### src/rtl/tuple_in_sched.sv
// tuple_in_sched: passes an AXIS packet stream to the engine and queues each
// packet's first-beat tuser into a small tuple FIFO. Stalls SOP when the FIFO is full.
`default_nettype none

module tuple_in_sched #(
   parameter int DATA_W  = 256,
   parameter int TUSER_W = 128,
   parameter int DEPTH   = 4
) (
   input  logic                     tsc_aclk,
   input  logic                     tsc_arst,
   input  logic                     s_tvalid,
   output logic                     s_tready,
   input  logic [DATA_W-1:0]        s_tdata,
   input  logic                     s_tlast,
   input  logic [TUSER_W-1:0]       s_tuser,
   output logic                     m_tvalid,
   input  logic                     m_tready,
   output logic [DATA_W-1:0]        m_tdata,
   output logic                     m_tlast,
   output logic                     tup_valid,
   input  logic                     tup_ready,
   output logic [TUSER_W-1:0]       tup_data,
   output logic [$clog2(DEPTH):0]   tup_level,
   output logic [31:0]              pkt_cnt
);

   localparam int PTR_W = $clog2(DEPTH);
   localparam int LVL_W = PTR_W + 1;

   typedef enum logic [1:0] {
      ST_SOP  = 2'd0,
      ST_BODY = 2'd1,
      ST_HOLD = 2'd2
   } state_t;

   state_t             state;
   state_t             state_nxt;
   logic [PTR_W-1:0]   wr_ptr;
   logic [PTR_W-1:0]   rd_ptr;
   logic [LVL_W-1:0]   level;
   logic [TUSER_W-1:0] mem [DEPTH];
   logic               full;
   logic               accept;
   logic               push;
   logic               pop;

   // Full is judged on the registered level only; a same-cycle pop cannot unblock SOP.
   assign full      = (level == LVL_W'(DEPTH));
   assign accept    = s_tvalid & s_tready;
   assign push      = accept & (state == ST_SOP);
   assign tup_valid = (level != '0);
   assign pop       = tup_valid & tup_ready;
   assign tup_data  = mem[rd_ptr];
   assign tup_level = level;
   assign m_tdata   = s_tdata;
   assign m_tlast   = s_tlast;

   always_comb begin
      s_tready  = 1'b0;
      m_tvalid  = 1'b0;
      state_nxt = state;
      case (state)
         ST_SOP: begin
            if (!full) begin
               s_tready = m_tready;
               m_tvalid = s_tvalid;
            end
         end
         ST_BODY: begin
            s_tready = m_tready;
            m_tvalid = s_tvalid;
         end
         default: ;
      endcase
      if (tsc_arst) begin
         s_tready = 1'b0;
         m_tvalid = 1'b0;
      end
      case (state)
         ST_SOP: begin
            if (s_tvalid && s_tready)
               state_nxt = s_tlast ? ST_SOP : ST_BODY;
            else if (s_tvalid && full)
               state_nxt = ST_HOLD;
         end
         ST_BODY: begin
            if (s_tvalid && s_tready && s_tlast)
               state_nxt = ST_SOP;
         end
         ST_HOLD: begin
            if (!full)
               state_nxt = ST_SOP;
         end
         default: state_nxt = ST_SOP;
      endcase
   end

   always_ff @(posedge tsc_aclk or posedge tsc_arst) begin
      if (tsc_arst) begin
         state   <= ST_SOP;
         wr_ptr  <= '0;
         rd_ptr  <= '0;
         level   <= '0;
         pkt_cnt <= '0;
      end else begin
         state <= state_nxt;
         if (push)
            wr_ptr <= wr_ptr + PTR_W'(1);
         if (pop)
            rd_ptr <= rd_ptr + PTR_W'(1);
         case ({push, pop})
            2'b10:   level <= level + LVL_W'(1);
            2'b01:   level <= level - LVL_W'(1);
            default: level <= level;
         endcase
         if (accept && s_tlast)
            pkt_cnt <= pkt_cnt + 32'd1;
      end
   end

   // Storage carries no reset; tup_data is only meaningful while tup_valid is high.
   always_ff @(posedge tsc_aclk) begin
      if (push)
         mem[wr_ptr] <= s_tuser;
   end

endmodule

`default_nettype wire

### config.mk
export PLATFORM = sky130hd
export DESIGN_NAME = tuple_in_sched
export DESIGN_NICKNAME = d
export VERILOG_FILES = /design/src/rtl/tuple_in_sched.sv
export SDC_FILE = /design/constraint.sdc
export NUM_CORES = 1
export LEC_CHECK = 0
export CORE_AREA = 5 5 314 316
export CTS_CLUSTER_DIAMETER = 50
export DETAILED_ROUTE_END_ITERATION = 16
export DIE_AREA = 0 0 319 321
export HOLD_SLACK_MARGIN = 0.15
export PLACE_DENSITY = 0.54
export SYNTH_ARGS = -nofsm -noshare
export SYNTH_HDL_FRONTEND = slang
export SYNTH_SLANG_ARGS = --single-unit
### constraint.sdc
create_clock -name tsc_aclk -period 8.35 [get_ports tsc_aclk]
set_input_delay 1.2525 -clock tsc_aclk [delete_from_list [all_inputs] [get_ports tsc_aclk]]
set_output_delay 1.2525 -clock tsc_aclk [all_outputs]
set_load 0.02 [all_outputs]
==> results.cfg, run 1 <==
[status]
outcome = finished, final reports clean

[global_routing]
grt_usage_pct = 9.738
grtUsageMet2_pct = 15.46
use_met1_pct = 11.52
grt-busiest-layer = met2
grt_pass1_wl_mm = 75.14
grt_pass1_vias = 11330
antenna_found_initial = 4
met3_usage_pct = 4.782
grt_max_degree = 103
grt_overflow = 0

[placed_design]
gp_congestion = 0.6910
portBuffers = 300
dpl_cell_area_um2 = 24990
dp_cells = 2399
dpl.hpwl_mm = 31.31

[final_layout]
design_area_um2 = 27330
nNetsFinal = 1595
fillCellCount = 9367
register_area_um2 = 16410
drive_gt1_share_pct = 20.93
multi_input_comb_area_um2 = 3810
fin_cells = 2530
area_growth_pct = 22.56

[synth]
avgSynthCellArea_um2 = 20.23
synthTopCellsByArea = edfxtp_1 (69%), mux4_2 (13%), buf_4 (8.7%), dfrtp_1 (4.6%), xnor2_1 (0.90%)
yosysWarnings = 0
ys_types = 35
yosysTopAreaCell = edfxtp_1
synth_nets = 1499
synthCells = 1102
synth.top_cell.area_share_pct = 68.95
yosysSeqAreaShare_pct = 73.55
syn_area_um2 = 22300
ys_seq_elements = 553

[sta]
tns_ns = 0
period_share_pct = 61.37
setup_viol = 0
tightest_slew_ns = 1.133
hold_viol = 0
timing.final.max_slew_violations = 0
timing.fmax_mhz = 195.1
slew_headroom_pct = 24.48
rsz0062_at_grt = false
period_minus_slack_ns = 5.125
fin_skew_ns = 0.01344

[min_path]
hp-class = flip-flop to flip-flop
min_from = pkt_cnt[31]
whs_endpoint = pkt_cnt[31]
hold_depth = 1

[cts]
cts_hold_buffers = 0
cts_buffer_depth = 3
cts_made_buffers = 73
clock-sinks = 553
cts_tree = done
cts-resized-gates = 0
post_cts_buffers = 0
clock-root-buffer = clkbuf_16
cts.htree.levels = 3
clk_latency_ns = 0.60
clk_pin_slew_ns = 0.06

[setup_path]
r2r_start = state[1]
startpoint = rd_ptr[1]
cp.arrival_ns = 3.87
crit_fanout = 70
rrSetupSlack_ns = 5.71
startpoint_type = flip-flop
worstPathRequired_ns = 7.10
rr_worst_depth = 5
cp-end-kind = output pin
crit_type = flip-flop to output pin
r2r-end = mem[3][25]

[die]
die_area_um2 = 102400
ios = 813
num_rows = 114
core_area_um2 = 95710
fp.dieW_um = 319
start_util_pct = 23.30
die_h_um = 321

[routing]
drtIter0Drc = 616
vias = 10120
first_pass_iters = 4
post_drt_wl_per_cell_um = 20.38
drc_errors = 0
ant_nets = 0
wirelength_mm = 51.57
avgViaCountPerCell = 3.999

[pwr]
sw_frac_of_total_pct = 29.38
p_seq_share_pct = 37.9
leakage_uw = 0.008710
pwr-share-clk_pct = 34.0
cellPowerDensity_nw_per_um2 = 319.2
power.switching_uw = 2563
pwr-share-comb_pct = 28.0
p_int_uw = 6160
ir_drop_uv = 173.5

[job]
drv_cap = 0
cell usage in the layout (no fill, tap or decap), drive strengths merged, types with 2 or more instances in the layout:
| master | Yosys | routed |
|---|---|---|
| nand3 | 11 | 11 |
| ha | 6 | 6 |
| nor2 | 14 | 14 |
| clkinvlp | 0 | 4 |
| dfrtp | 41 | 41 |
| inv | 11 | 25 |
| xor2 | 14 | 14 |
| nor3 | 6 | 6 |
| and2 | 7 | 7 |
| nand2 | 14 | 14 |
| clkbuf | 10 | 83 |
| clkinv | 0 | 25 |
| buf | 278 | 9 |
| nand4 | 10 | 10 |
| edfxtp | 512 | 512 |
| xnor2 | 23 | 23 |
| diode | 0 | 2 |
| mux4 | 128 | 128 |
| bufinv | 0 | 3 |
| and3 | 4 | 4 |
| nor4 | 2 | 2 |
| clkdlybuf4s50 | 0 | 300 |
area by class of cell:
| cell class | instances | share of cell area (%) |
|---|---|---|
| multi-input combinational | 250 | 13.94 |
| timing repair buffer | 309 | 11.46 |
| tap | 1276 | 5.842 |
| clock buffer | 83 | 6.977 |
| clock inverter | 46 | 1.566 |
| antenna | 2 | 0.01831 |
| sequential | 553 | 60.04 |
| inverter | 11 | 0.1511 |
power by group through the flow:
| stage | Sequential (µW) | Clock, µW | Combinational (µW) |
|---|---|---|---|
| after floorplan | 3280 | 0 | 1640 |
| after global placement | 3370 | 0 | 2490 |
| after detailed placement | 3380 | 0 | 2500 |
| after CTS | 3320 | 3080 | 2520 |
| after global routing | 3330 | 3200 | 2600 |
| final | 3310 | 2970 | 2440 |
cells by family after synthesis:
| group | Yosys count | synth area share, % |
|---|---|---|
| and+or+nand+nor | 73 | 1.970 |
| adders and majority gates | 7 | 0.4265 |
| AOI/OAI and AO/OA | 3 | 0.08418 |
| buffers and inverters | 299 | 9.455 |
| DFF | 553 | 73.55 |
| xor gates and xnor gates | 37 | 1.487 |
| muxes | 130 | 13.02 |
routing by layer:
metal / routed length, µm / vias to the layer above
met4: 1320 / 4
met2: 24350 / 505
met5: 69 / -
met3: 5602 / 118
met1: 20220 / 5237
li1: - / 4253
worst max-delay path by stage:
stage,depth (start not counted),to
finish,3,tup_data[65]
CTS,3,tup_data[69]
global route,3,tup_data[65]
detailed placement,3,tup_data[69]
floorplan,3,mem[0][0]
global placement,3,tup_data[69]
cells in the mapped netlist:
library cell,n
and3_1,3
clkbuf_1,10
mux4_2,128
xor2_1,13
nand4_2,1
o21ai_0,1
dfrtp_1,41
and2_1,7
edfxtp_1,512
nor3_2,1
nor4_1,1
or3_1,1
buf_2,14
nand4_1,9
inv_1,11
a31oi_1,1
ha_1,6
buf_1,6
nor3b_1,1
mux2i_1,1
fa_1,1
nor3_1,5
nor2_1,14
o21a_1,1
nor4_4,1
nand3_1,11
buf_4,258
xnor2_1,23
xor2_2,1
nor4b_4,1
nand4bb_4,1
and4_1,1
mux2_2,1
and3_4,1
nand2_1,14
sequential cells by signal, summed over array words and instances (netlist names):
| signal | count |
|---|---|
| mem | 512 |
| rd_ptr | 2 |
| pkt_cnt | 32 |
| wr_ptr | 2 |
| tup_level | 3 |
| state | 2 |
per-stage QoR:
stage	setup slack [ns]	util, %	power [µW]	hold slack (ns)
2_1_floorplan	2.724	-	4926	0.4790
3_3_place_gp	3.816	26.11	5864	0.4661
3_5_place_dp	3.783	26.11	5884	0.4676
4_1_cts	3.056	28.55	8923	0.4873
5_1_grt	2.968	28.55	9137	0.5231
6_report	3.225	28.55	8723	0.4870
worst max-delay path, stage by stage (launching register included):
cell	delay (ns)
dfrtp_4	1.11
buf_4	0.93
mux4_2	0.39
clkdlybuf4s50_1	0.66
Power figures use the tool's default switching activity.
==> inputs of run 2 (changes only) <==
- CORE_AREA: 5 5 314 316 -> 5 5 315 317
- DIE_AREA: 0 0 319 321 -> 0 0 320 322
- PLACE_DENSITY: 0.54 -> 0.53
- clock period: 8.35 -> 5.3 ns (I/O delays scaled with it)
==> run 2 against run 1 <==
First-iteration DRC count shrank 5.5%. Critical path depth stayed put. Global-route usage up 0.058 points. Worst hold slack improved by 0.024 ns. Combinational power increased by 61%. Sequential share of layout area down 0.52 points. Utilization is 0.16 points higher. Final cell count is 0.67% higher. Critical path type unchanged.
==> results.cfg, run 2 (same netlist as run 1, synthesis figures left out) <==
[status]
outcome = finished, final reports clean

[die]
die_h_um = 322
core_area_um2 = 95990
num_rows = 114
ios = 813
start_util_pct = 23.23
die_area_um2 = 103000
fp.dieW_um = 320

[final_layout]
final_cell_mix = edfxtp_1 (512), clkdlybuf4s50_1 (300), mux4_2 (128)
regMostFlops = mem
final_common_cell = edfxtp_1
fin_util_pct = 28.72
area_growth_pct = 23.64
nNetsFinal = 1609
largest_reg_flops = 512
fillCellCount = 9370
drive_gt1_share_pct = 22.04
fin_cells = 2547
multi_input_comb_area_um2 = 3804
register_area_um2 = 16410

[pwr]
leakage_uw = 0.008829
p_seq_share_pct = 37.7
sw_frac_of_total_pct = 28.54
p_int_uw = 9870
ir_drop_uv = 272.2
power.switching_uw = 3943
pwr-share-clk_pct = 34.0
cellPowerDensity_nw_per_um2 = 501.1
pwr-share-comb_pct = 28.4

[cts]
clock-sinks = 553
cts_tree = done
clk_latency_ns = 0.60
post_cts_buffers = 0
clock-root-buffer = clkbuf_16
cts-resized-gates = 0
cts_buffer_depth = 3
cts.htree.levels = 3
clk_pin_slew_ns = 0.05
cts_made_buffers = 69
cts_hold_buffers = 0

[sta]
period_minus_slack_ns = 3.927
hold_viol = 0
period_share_pct = 74.09
tightest_slew_ns = 0.8410
setup_viol = 0
timing.fmax_mhz = 254.7
tns_ns = 0
hold_slack_ns = 0.5107
fin_skew_ns = 0.02300
rsz0062_at_grt = false
slew_headroom_pct = 43.93
timing.final.max_slew_violations = 0

[setup_path]
crit_type = flip-flop to output pin
r2r_start = tup_level[2]
cp.arrival_ns = 3.13
critical_path_depth = 3
worstSetupEndpoint = tup_data[114]
worstPathRequired_ns = 4.51
rrSetupSlack_ns = 2.74
startpoint_type = flip-flop
crit_path_max_incr_delay_ns = 0.93
cp-end-kind = output pin
critPathBufInv = 2
r2r-end = mem[1][106]
startpoint = rd_ptr[0]
cp_top_family = buffers and inverters
crit_fanout = 32
slowest_stage = dfrtp_4
path_cells = buf_4 > mux4_2 > clkdlybuf4s50_1
rr_worst_depth = 5

[routing]
drc_errors = 0
post_drt_wl_per_cell_um = 20.41
ant_nets = 0
drtIter0Drc = 582
vias = 10130
first_pass_iters = 6
wirelength_mm = 51.99
avgViaCountPerCell = 3.976

[global_routing]
grt_pass1_wl_mm = 75.61
grt_usage_pct = 9.797
grt_overflow = 0
antenna_found_initial = 8
grt_pass1_vias = 11430
grt_max_degree = 65

[min_path]
hp-class = flip-flop to flip-flop

[placed_design]
gp_congestion = 0.7301
portBuffers = 300
dp_cells = 2417
dpl.hpwl_mm = 33.91

[job]
drv_cap = 0
## run 2: cell count changes in the layout (fill, tap and decap cells not counted), sizes merged
cell,change
diode,+3
clkbuf,-4
clkinv,+2
bufinv,+4
inv,-8
buf,+18
clkinvlp,+2
## run 2: worst min-delay path by stage
| stage | cells after the start | start | end |
|---|---|---|---|
| 4_1_cts | 1 | pkt_cnt[22] | pkt_cnt[22] |
| 3_5_place_dp | 1 | pkt_cnt[22] | pkt_cnt[22] |
| 3_3_place_gp | 1 | pkt_cnt[22] | pkt_cnt[22] |
| 6_report | 1 | pkt_cnt[4] | pkt_cnt[4] |
| 5_1_grt | 1 | pkt_cnt[4] | pkt_cnt[4] |
| 2_1_floorplan | 1 | state[1] | state[0] |
## run 2: metrics by stage
| stage | area, µm² | worst slack, ns | total power, µW |
|---|---|---|---|
| 3_3_place_gp | 25200 | 1.856 | 9313 |
| 5_1_grt | 27560 | 1.092 | 14440 |
| 4_1_cts | 27550 | 1.166 | 14110 |
| 3_5_place_dp | 25200 | 1.868 | 9327 |
| 6_report | 27570 | 1.373 | 13810 |
| 2_1_floorplan | 22300 | 0.1318 | 7760 |
## run 2: worst reg2reg max path, cell delays in order (launching register included)
cell     delay (ns)
dfrtp_1        0.45
nor4b_4        0.20
nor4_1         0.24
buf_4          0.21
and2_4         0.70
buf_12         0.38
## run 2: final cells by class
cell class | count | area share, %
Sequential cell | 553 | 59.52
Tap cell | 1276 | 5.791
Clock inverter | 46 | 1.779
Timing Repair Buffer | 327 | 12.17
Inverter | 11 | 0.1498
Clock buffer | 79 | 6.744
Multi-Input combinational cell | 250 | 13.80
Antenna cell | 5 | 0.04539
## run 2: power groups by stage
stage / clock network, µW / logic (µW) / registers (µW)
finish: 4690 / 3920 / 5200
global route: 5030 / 4160 / 5240
CTS: 4850 / 4030 / 5230
detailed placement: 0 / 4010 / 5320
global placement: 0 / 4010 / 5310
floorplan: 0 / 2590 / 5170
## run 2: layer usage
layer  GRT usage, %  part of all wire (%)  vias up  routed length [µm]
met5        0.09259                 0.079        -                  41
met4          4.545                   3.7        6                1947
met3          5.504                    12      142                6023
met2          14.73                    45      493               23530
met1          11.41                    39     5195               20450
li1               -                     -     4292                   -
